**src/rtl/branch_resolver.sv**
```systemverilog
// Execute-stage branch resolver: decodes the branch condition, checks the fetch prediction,
// registers the result and issues a one-shot redirect. Optional statistics: RV_BRANCH_STATS_EN.
module branch_resolver #(
  parameter int unsigned ADDR_WIDTH = 32,
  parameter int unsigned CNT_WIDTH  = 32
) (
  input  logic                  i_clock,
  input  logic                  i_reset,
  input  logic                  i_valid,
  output logic                  o_ready,
  input  logic                  i_epoch,
  input  logic [ADDR_WIDTH-1:0] i_pc,
  input  logic                  i_isBranch,
  input  logic                  i_isJump,
  input  logic [2:0]            i_funct3,
  input  logic                  i_isEqual,
  input  logic                  i_isLessSigned,
  input  logic                  i_isLessUnsigned,
  input  logic [ADDR_WIDTH-1:0] i_target,
  input  logic                  i_predTaken,
  input  logic [ADDR_WIDTH-1:0] i_predTarget,
  input  logic                  i_flush,
  output logic                  o_valid,
  input  logic                  i_ready,
  output logic [ADDR_WIDTH-1:0] o_pc,
  output logic                  o_taken,
  output logic [ADDR_WIDTH-1:0] o_linkPc,
  output logic                  o_illegal,
  output logic                  o_redirect,
  output logic [ADDR_WIDTH-1:0] o_redirectPc,
  output logic [CNT_WIDTH-1:0]  o_branchCount,
  output logic [CNT_WIDTH-1:0]  o_mispredictCount
);

  typedef enum logic [2:0] {
    COND_EQ   = 3'b000,
    COND_NE   = 3'b001,
    COND_RSV2 = 3'b010,
    COND_RSV3 = 3'b011,
    COND_LT   = 3'b100,
    COND_GE   = 3'b101,
    COND_LTU  = 3'b110,
    COND_GEU  = 3'b111
  } branchCond_e;

  logic                  epochQ;
  logic                  condTrue;
  logic                  condIllegal;
  logic                  taken;
  logic                  illegal;
  logic                  mispredict;
  logic                  inEpoch;
  logic                  loadEn;
  logic [ADDR_WIDTH-1:0] seqPc;
  logic [ADDR_WIDTH-1:0] nextPc;

  always_comb begin
    condTrue    = 1'b0;
    condIllegal = 1'b0;
    unique case (branchCond_e'(i_funct3))
      COND_EQ:   condTrue = i_isEqual;
      COND_NE:   condTrue = !i_isEqual;
      COND_LT:   condTrue = i_isLessSigned;
      COND_GE:   condTrue = !i_isLessSigned;
      COND_LTU:  condTrue = i_isLessUnsigned;
      COND_GEU:  condTrue = !i_isLessUnsigned;
      COND_RSV2,
      COND_RSV3: condIllegal = 1'b1;
      default:   condIllegal = 1'b1;
    endcase
  end

  // A jump overrides any condition decode, including a reserved funct3.
  assign taken      = i_isJump || (i_isBranch && condTrue);
  assign illegal    = !i_isJump && i_isBranch && condIllegal;
  assign seqPc      = i_pc + ADDR_WIDTH'(4);
  assign nextPc     = taken ? i_target : seqPc;
  assign mispredict = (i_predTaken != taken) || (taken && (i_predTarget != i_target));

  assign o_ready = !o_valid || i_ready;
  assign inEpoch = (i_epoch == epochQ);
  assign loadEn  = i_valid && o_ready && inEpoch && !i_flush;

  always_ff @(posedge i_clock or negedge i_reset) begin
    if (!i_reset) begin
      o_valid      <= 1'b0;
      o_redirect   <= 1'b0;
      o_taken      <= 1'b0;
      o_illegal    <= 1'b0;
      o_pc         <= '0;
      o_linkPc     <= '0;
      o_redirectPc <= '0;
      epochQ       <= 1'b0;
    end else begin
      // Redirect is a pulse: only a fresh load can raise it, so a stall never repeats it.
      o_redirect <= 1'b0;
      if (i_flush) begin
        o_valid <= 1'b0;
      end else if (o_ready) begin
        o_valid <= loadEn;
      end
      if (loadEn) begin
        o_pc         <= i_pc;
        o_taken      <= taken;
        o_illegal    <= illegal;
        o_linkPc     <= seqPc;
        o_redirectPc <= nextPc;
        o_redirect   <= mispredict;
        if (mispredict) begin
          epochQ <= !epochQ;
        end
      end
    end
  end

`ifdef RV_BRANCH_STATS_EN
  always_ff @(posedge i_clock or negedge i_reset) begin
    if (!i_reset) begin
      o_branchCount     <= '0;
      o_mispredictCount <= '0;
    end else begin
      if (loadEn && (i_isBranch || i_isJump) && (o_branchCount != '1)) begin
        o_branchCount <= o_branchCount + CNT_WIDTH'(1);
      end
      if (loadEn && mispredict && (o_mispredictCount != '1)) begin
        o_mispredictCount <= o_mispredictCount + CNT_WIDTH'(1);
      end
    end
  end
`else
  assign o_branchCount     = '0;
  assign o_mispredictCount = '0;
`endif

endmodule

```
**config.mk**
```make
export PLATFORM = sky130hd
export DESIGN_NAME = branch_resolver
export DESIGN_NICKNAME = d
export VERILOG_FILES = /design/src/rtl/branch_resolver.sv
export SDC_FILE = /design/constraint.sdc
export NUM_CORES = 1
export LEC_CHECK = 0
export CELL_PAD_IN_SITES_DETAIL_PLACEMENT = 2
export CELL_PAD_IN_SITES_GLOBAL_PLACEMENT = 2
export CORE_MARGIN = 2
export CORE_UTILIZATION = 24
export CTS_BUF_LIST = sky130_fd_sc_hd__clkbuf_8 sky130_fd_sc_hd__clkbuf_16
export DETAILED_ROUTE_END_ITERATION = 12
export PLACE_DENSITY = 0.95
export SKIP_CTS_REPAIR_TIMING = 1
export SYNTH_ARGS = -nofsm -noshare
export SYNTH_HDL_FRONTEND = slang
export SYNTH_SLANG_ARGS = --single-unit
```
**constraint.sdc**
```tcl
create_clock -name i_clock -period 5.65 [get_ports i_clock]
set_input_delay 0.8475 -clock i_clock [delete_from_list [all_inputs] [get_ports i_clock]]
set_output_delay 0.8475 -clock i_clock [all_outputs]
set_load 0.03 [all_outputs]
```
### Word level (Yosys, flattened, before mapping)

Index checks and enable logic that the tools add are counted.

* flip-flop bits (word level): 101

* add/sub/neg operators: 1
* reduce and logical (&&, ||, !) cells: 21
* equality and inequality tests: 10
* mux-type cells: 6

Operators by type and width (number)
* 32-bit by 3-bit adder with 32-bit output (second input constant): 1
* 32-bit 2-to-1 mux: 1
* 32-bit inequality test: 1
* 3-bit equality test (second input constant): 4
* 1-bit logical AND: 7
* 1-bit zero test: 7
* 3-bit by 2-bit equality test with 1-bit output (second input constant): 2
* 1-bit one-hot mux with 6 select lines: 1
* 1-bit 2-to-1 mux: 4
* 3-bit by 1-bit equality test with 1-bit output (second input constant): 1
* 3-bit zero test: 1
* 1-bit logical OR: 3
* 2-bit AND reduction: 1
* 2-bit nonzero test: 1
* 2-bit OR reduction: 1
* 1-bit equality test: 1
* 1-bit inequality test: 1

### Depth between registers and ports, before layout

Gate-level depths: netlist (run 1).

* word-level depth: 7
* depth in mapped cells: 7
* depth with buffers taken out: 6

### Worst setup path before layout (run 1)

No wires, ideal clock.

* kind: input-to-reg
* from: input port i_pc[8]
* to: register o_redirectPc[31]
* data required time: 5.581 ns
* stages on the path: 6
* arrival time: 2.661 ns
* slack: 2.920 ns
* path through: nand4_1 -> or4_4 -> buf_6 -> or4_4 -> or4_1 -> nand3_1

* word-level cells in the longest chain between the ends: 2

RTL lines
* start, declared: line 12 `input logic [ADDR_WIDTH-1:0] i_pc,`
* 32-bit by 3-bit adder with 32-bit output: line 76 `assign seqPc = i_pc + ADDR_WIDTH'(4);`
* 32-bit 2-to-1 mux: line 77 `assign nextPc = taken ? i_target : seqPc;`
* end signal, assigned: line 107 `o_redirectPc <= nextPc;`
* end, declared: line 30 `output logic [ADDR_WIDTH-1:0] o_redirectPc,`

Every way passes these cells.
A chain may end at the register's enable or synchronous reset.

### Worst setup path in the final report (run 1)

* from: input port i_pc[2]
* to: register o_linkPc[30]

* word-level cells in the longest chain between the ends: 1

RTL lines
* 32-bit by 3-bit adder with 32-bit output: line 76
* end signal, assigned: line 106 `o_linkPc <= seqPc;`
* end, declared: line 27 `output logic [ADDR_WIDTH-1:0] o_linkPc,`

Every way passes these cells.

==> impl_metrics.tcl, run 1 <==
set metrics [dict create \
    path_cells "clkdlybuf4s50_1 -> ha_1 -> nand2_1 -> or4_2 -> nor4_1 -> xnor2_1 -> o21ai_1" \
    layout-drive-gt1-share_pct 4.86 \
    ys_seq_area_share_pct 45.0 \
    portBuffers 211 \
    syn_avg_cell_area_um2 8.82 \
    area_delta_synth_final_pct 44.1 \
    post_synth_num_cell_types 48 \
    grt_pass1_wl_um 35900 \
    postLayoutCoreUtil_pct 35.1 \
    cts.sinks 99 \
    antenna_found_initial 0 \
    final_nets 930 \
    syn_inst 624 \
    synthTopCellsByArea "dfrtp_1 45%, nand2_1 11%, buf_4 9.0%, o21ai_0 4.5%, xnor2_1 4.5%" \
    first_iter_violations 196 \
    status "complete, no violations" \
    finClkSkew_ns 0.0124 \
    vias 5242 \
    seq_area_um2 2480 \
    critical_path.max_fanout 8 \
    path_clk_slew_ns 0.08 \
    holdWs_ns 0.486 \
    slew_headroom_pct 46.7 \
    netlist_area_um2 5510 \
    max_slew.worst_pin.slew_ns 0.792 \
    end_kind "flip-flop" \
    startpoint "i_pc[2]" \
    power_density_nw_per_um2 517 \
    finalSetupTns_ns 0 \
    place_ws_ns 2.06 \
    setup_violations 0 \
    synth_most_common_cell "nand2_1" \
    crit_type "input pin to flip-flop" \
    period_needed_ns 3.29 \
    pin_count 276 \
    synth_flop_cell "dfrtp_1" \
    die_h_um 155 \
    rsz0062_at_grt "false" \
    clockRootBuffer "clkbuf_16" \
    timing.final.ws_setup_ns 2.36 \
    rows 55 \
    dpl.hpwl_um 18600 \
    rr_startpoint "epochQ$_DFFE_PN0P_" \
    hold_class "flip-flop to flip-flop" \
    finalCritPeriodShare_pct 58.2 \
    cp_slowest_stage_delay_ns 0.74 \
    cts_buffers 9 \
    multiInputGateArea_um2 2650 \
    min_from "o_linkPc[15]$_DFFE_PN0P_" \
    p_leak_uw 0.00332 \
    required_ns 5.86 \
    synth_top_cell_by_area "dfrtp_1" \
    drtAntennaViolNets 0 \
    vdd_drop_max_uv 135 \
    gp_congestion 0.833 \
    drt-total-wl_um 23900 \
    ctsHtreeMaxLevel 3 \
    dpl-instance-area_um2 7640 \
    core_um2 22600 \
    hold_viol_final 0 \
    die_area_um2 24200 \
    grt_overflow 0 \
    critPathLaunchType "input pin" \
    cts_tree "built" \
    grt_pass1_vias 5894 \
    cpMaxStageDelayCell "or4_2" \
    vias_per_cell 4.73 \
    grt_max_degree 64 \
    start_util_pct 24.4 \
    clock_path_buffers 2 \
    crit_arrival_ns 3.50 \
    clock_latency_ns 0.35 \
    synth-seq-cells 99 \
    ys_warn_count 0 \
    fin_area_um2 7930 \
    dr.pass1.iters 4 \
    fmax_ghz 0.304 \
    routedWlPerCell_um 21.5 \
    ys_top_cells_by_count "166 x nand2_1, 99 x dfrtp_1, 66 x buf_4" \
    groute.usage.overall_pct 19.6 \
    cap_violations 0 \
    synth_async_sr_flop_share_pct 100 \
    slew_viol_final 0 \
    nFillCells 2566 \
    die_x_um 155 \
    synth-edff-count 0 \
    synth_top_area_share_pct 45.0 \
    drc 0 \
    diodes 0 \
]
==> flip-flops by register name (all words and copies together) (netlist names) <==
signal and count:
epochQ 1, o_illegal 1, o_linkPc 30, o_pc 32, o_redirect 1, o_redirectPc 32, o_taken 1, o_valid 1
==> layout by cell type, fill, tap and decap left out, drive strengths merged, types with 9 or more instances in the layout <==
cell,synthesis,routed
nand4,10,10
clkdlybuf4s50,0,210
clkbuf,29,9
nor3,15,15
o211ai,11,11
nor4,10,10
nand3,30,30
nor2,12,12
xnor2,28,28
o21ai,50,50
nand2,166,166
conb,1,64
dfrtp,99,99
xor2,28,28
==> final cells by class <==
class,count,area share (%)
clock buffer,9,2.84
clock inverter,7,0.883
multi-input combinational,491,33.4
sequential,99,31.2
tap,285,4.49
timing repair buffer,217,27.2
==> stage by stage <==
step / power, µW / cells
2_1_floorplan: 2430 / 687
3_3_place_gp: 3400 / 1092
3_5_place_dp: 3490 / 1092
4_1_cts: 4150 / 1108
5_1_grt: 4320 / 1108
6_report: 4100 / 1108
==> worst paths after layout <==
kind	endpoint	slack, ns	cells after the start
worst max-delay path	o_linkPc[30]$_DFFE_PN0P_	2.36	7
worst min-delay path	o_linkPc[15]$_DFFE_PN0P_	0.49	2
worst max register to register	o_redirectPc[22]$_DFFE_PN0P_	3.28	5
worst min register to register	o_linkPc[15]$_DFFE_PN0P_	0.49	2
max in group asynchronous	o_redirectPc[9]$_DFFE_PN0P_	3.90	2
min in group asynchronous	o_linkPc[29]$_DFFE_PN0P_	0.51	1
==> critical path: cells and delay by family <==
kind,cells,cell delay [ns]
buf+inv,1,0.65
xor+xnor,1,0.19
fa+ha+maj,1,0.27
compound gates,1,0.09
simple gates,3,1.47
==> where the power goes <==
part | total, µW | switching (µW) | internal [µW]
sequential | 1270 | 224 | 1050
clock | 640 | 297 | 343
combinational | 2190 | 1340 | 845
total | 4100 | 1870 | 2240
==> metal layers <==
metal  vias up  track usage, %  wire length (µm)
met5         -               0                 0
met4         0            7.30               672
met3        35            3.59              1280
met2       211            34.7             12000
met1      2626            23.6              9920
li1       2370               -                 -
==> cells by family after synthesis <==
group	count (synthesis)	synth area share [%]
simple gates	269	22.4
flops	99	45.0
buf+inv	97	11.3
compound gates	91	10.1
xor+xnor	56	8.91
mux	10	2.00
fa+ha+maj	1	0.227
other cells	1	0.0681
No activity file was read; power rests on OpenSTA's default activity.
==> inputs of run 2 (changes only) <==
--- a/config.mk
+++ b/config.mk
@@ -8,10 +8,10 @@
 export CELL_PAD_IN_SITES_DETAIL_PLACEMENT = 2
 export CELL_PAD_IN_SITES_GLOBAL_PLACEMENT = 2
 export CORE_MARGIN = 2
-export CORE_UTILIZATION = 24
+export CORE_UTILIZATION = 22
 export CTS_BUF_LIST = sky130_fd_sc_hd__clkbuf_8 sky130_fd_sc_hd__clkbuf_16
 export DETAILED_ROUTE_END_ITERATION = 12
-export PLACE_DENSITY = 0.95
+export PLACE_DENSITY = 0.91
 export SKIP_CTS_REPAIR_TIMING = 1
 export SYNTH_ARGS = -nofsm -noshare
 export SYNTH_HDL_FRONTEND = slang
==> constraint.sdc (replaced) <==
create_clock -name i_clock -period 3.2 [get_ports i_clock]
set_input_delay 0.48 -clock i_clock [delete_from_list [all_inputs] [get_ports i_clock]]
set_output_delay 0.48 -clock i_clock [all_outputs]
set_load 0.03 [all_outputs]
==> run 2 against run 1 <==
Register-to-register slack got worse by 2.1 ns. Worst hold slack got worse by 0.38 ns. Sequential power rose by 75%.
==> impl_metrics.tcl, run 2 (synthesized netlist as in run 1, its figures left out) <==
set metrics [dict create \
    die_x_um 162 \
    dr.pass1.iters 4 \
    rows 57 \
    die_area_um2 26300 \
    drc 0 \
    dpl.hpwl_um 19400 \
    finalSetupTns_ns 0 \
    power_density_nw_per_um2 894 \
    pin_count 276 \
    reg2reg_slack_ns 1.23 \
    start_util_pct 22.5 \
    dp.cells 1156 \
    vias_per_cell 4.53 \
    grt_pass1_wl_um 36300 \
    reg.largest.list "o_pc: 32 flops, o_redirectPc: 32 flops, o_linkPc: 30 flops" \
    slew_viol_final 0 \
    grt_max_degree 61 \
    startpoint "i_pc[2]" \
    setup_violations 0 \
    crit_arrival_ns 3.16 \
    gp_congestion 0.782 \
    portBuffers 211 \
    end_kind "flip-flop" \
    postLayoutCoreUtil_pct 33.6 \
    core_um2 24500 \
    drtAntennaViolNets 0 \
    reg2reg_depth 4 \
    period_needed_ns 2.94 \
    fin_area_um2 8230 \
    layout-drive-gt1-share_pct 7.67 \
    hold_viol_final 0 \
    die_h_um 162 \
    clockRootBuffer "clkbuf_16" \
    layout_common_cells "210 x clkdlybuf4s50_1, 166 x nand2_1, 99 x dfrtp_1" \
    groute.usage.overall_pct 18.3 \
    vias 5299 \
    dpl-instance-area_um2 7910 \
    layout_commonest_cell "clkdlybuf4s50_1" \
    rr_startpoint "epochQ$_DFFE_PN0P_" \
    hold_class "input pin to async pin" \
    cts_tree "built" \
    crit_type "input pin to flip-flop" \
    grt_overflow 0 \
    status "complete, no violations" \
    clock_path_buffers 2 \
    cts_buffers 9 \
    slew_headroom_pct 57.9 \
    cts.sinks 99 \
    diodes 0 \
    ctsHtreeMaxLevel 3 \
    path_clk_slew_ns 0.07 \
    max_slew.worst_pin.slew_ns 0.626 \
    rsz0062_at_grt "false" \
    r2r_end "o_redirectPc[21]$_DFFE_PN0P_" \
    grt_pass1_vias 5998 \
    cap_violations 0 \
    stdcell_count 1171 \
    fmax_ghz 0.340 \
    antenna_found_initial 0 \
    finClkSkew_ns 0.00950 \
    vdd_drop_max_uv 312 \
    first_iter_violations 174 \
    finalCritPeriodShare_pct 91.8 \
    area_delta_synth_final_pct 49.5 \
    routedWlPerCell_um 20.7 \
    critPathLaunchType "input pin" \
    p_leak_uw 0.00347 \
    critical_path.max_fanout 8 \
    drt-total-wl_um 24300 \
    required_ns 3.42 \
    final_nets 955 \
    clock_latency_ns 0.35 \
    holdWs_ns 0.102 \
    endpoint "o_linkPc[30]$_DFFE_PN0P_" \
]
-- run 2: changes by cell type in the layout (fill, tap and decap cells not counted), sizes merged --
cell / previous run / this run
clkinvlp: 3 / 1
inv: 1 / 0
clkbuf: 9 / 10
buf: 7 / 32
bufinv: 1 / 2
-- run 2: layout make-up --
class / count / area (µm²)
clock inverters: 5 / 77.6
repair buffers: 242 / 2380
multi-input cells: 491 / 2650
clock buffers: 10 / 239
flip-flops and latches: 99 / 2480
fillers: 2744 / 16200
well taps: 324 / 405
-- run 2: worst min path at each step --
stage / to / cells past startpoint / from
after floorplan: epochQ$_DFFE_PN0P_ / 0 / i_reset
after global placement: o_pc[7]$_DFFE_PN0P_ / 2 / o_pc[7]$_DFFE_PN0P_
after detailed placement: o_pc[6]$_DFFE_PN0P_ / 2 / o_pc[6]$_DFFE_PN0P_
after CTS: o_pc[1]$_DFFE_PN0P_ / 1 / i_reset
after global routing: o_taken$_DFFE_PN0P_ / 1 / i_reset
final: o_taken$_DFFE_PN0P_ / 1 / i_reset
-- run 2: metal layers --
metal	vias up	GRT usage (%)	wire length, µm
met5	-	0	0
li1	2423	-	-
met3	48	3.70	1460
met4	0	8.05	864
met1	2629	21.8	9970
met2	199	31.8	12000
-- run 2: metrics by stage --
step / power, µW / setup WS [ns]
final: 7360 / 0.261
after global routing: 7770 / 0.145
after CTS: 7470 / 0.266
after detailed placement: 6200 / -0.0203
after global placement: 6040 / 0.186
after floorplan: 4290 / 0.837
-- run 2: worst max-delay path: stages --
cell and delay, ns:
clkdlybuf4s50_1 0.59, ha_1 0.29, nand2_1 0.16, or4_2 0.72
nor4_1 0.63, xnor2_1 0.19, o21ai_1 0.09
-- run 2: power breakdown --
part / internal (µW) / total [µW] / switching, µW
Sequential: 1850 / 2220 / 364
Combinational: 1530 / 3940 / 2400
Clock: 701 / 1200 / 503
Total: 4090 / 7360 / 3270
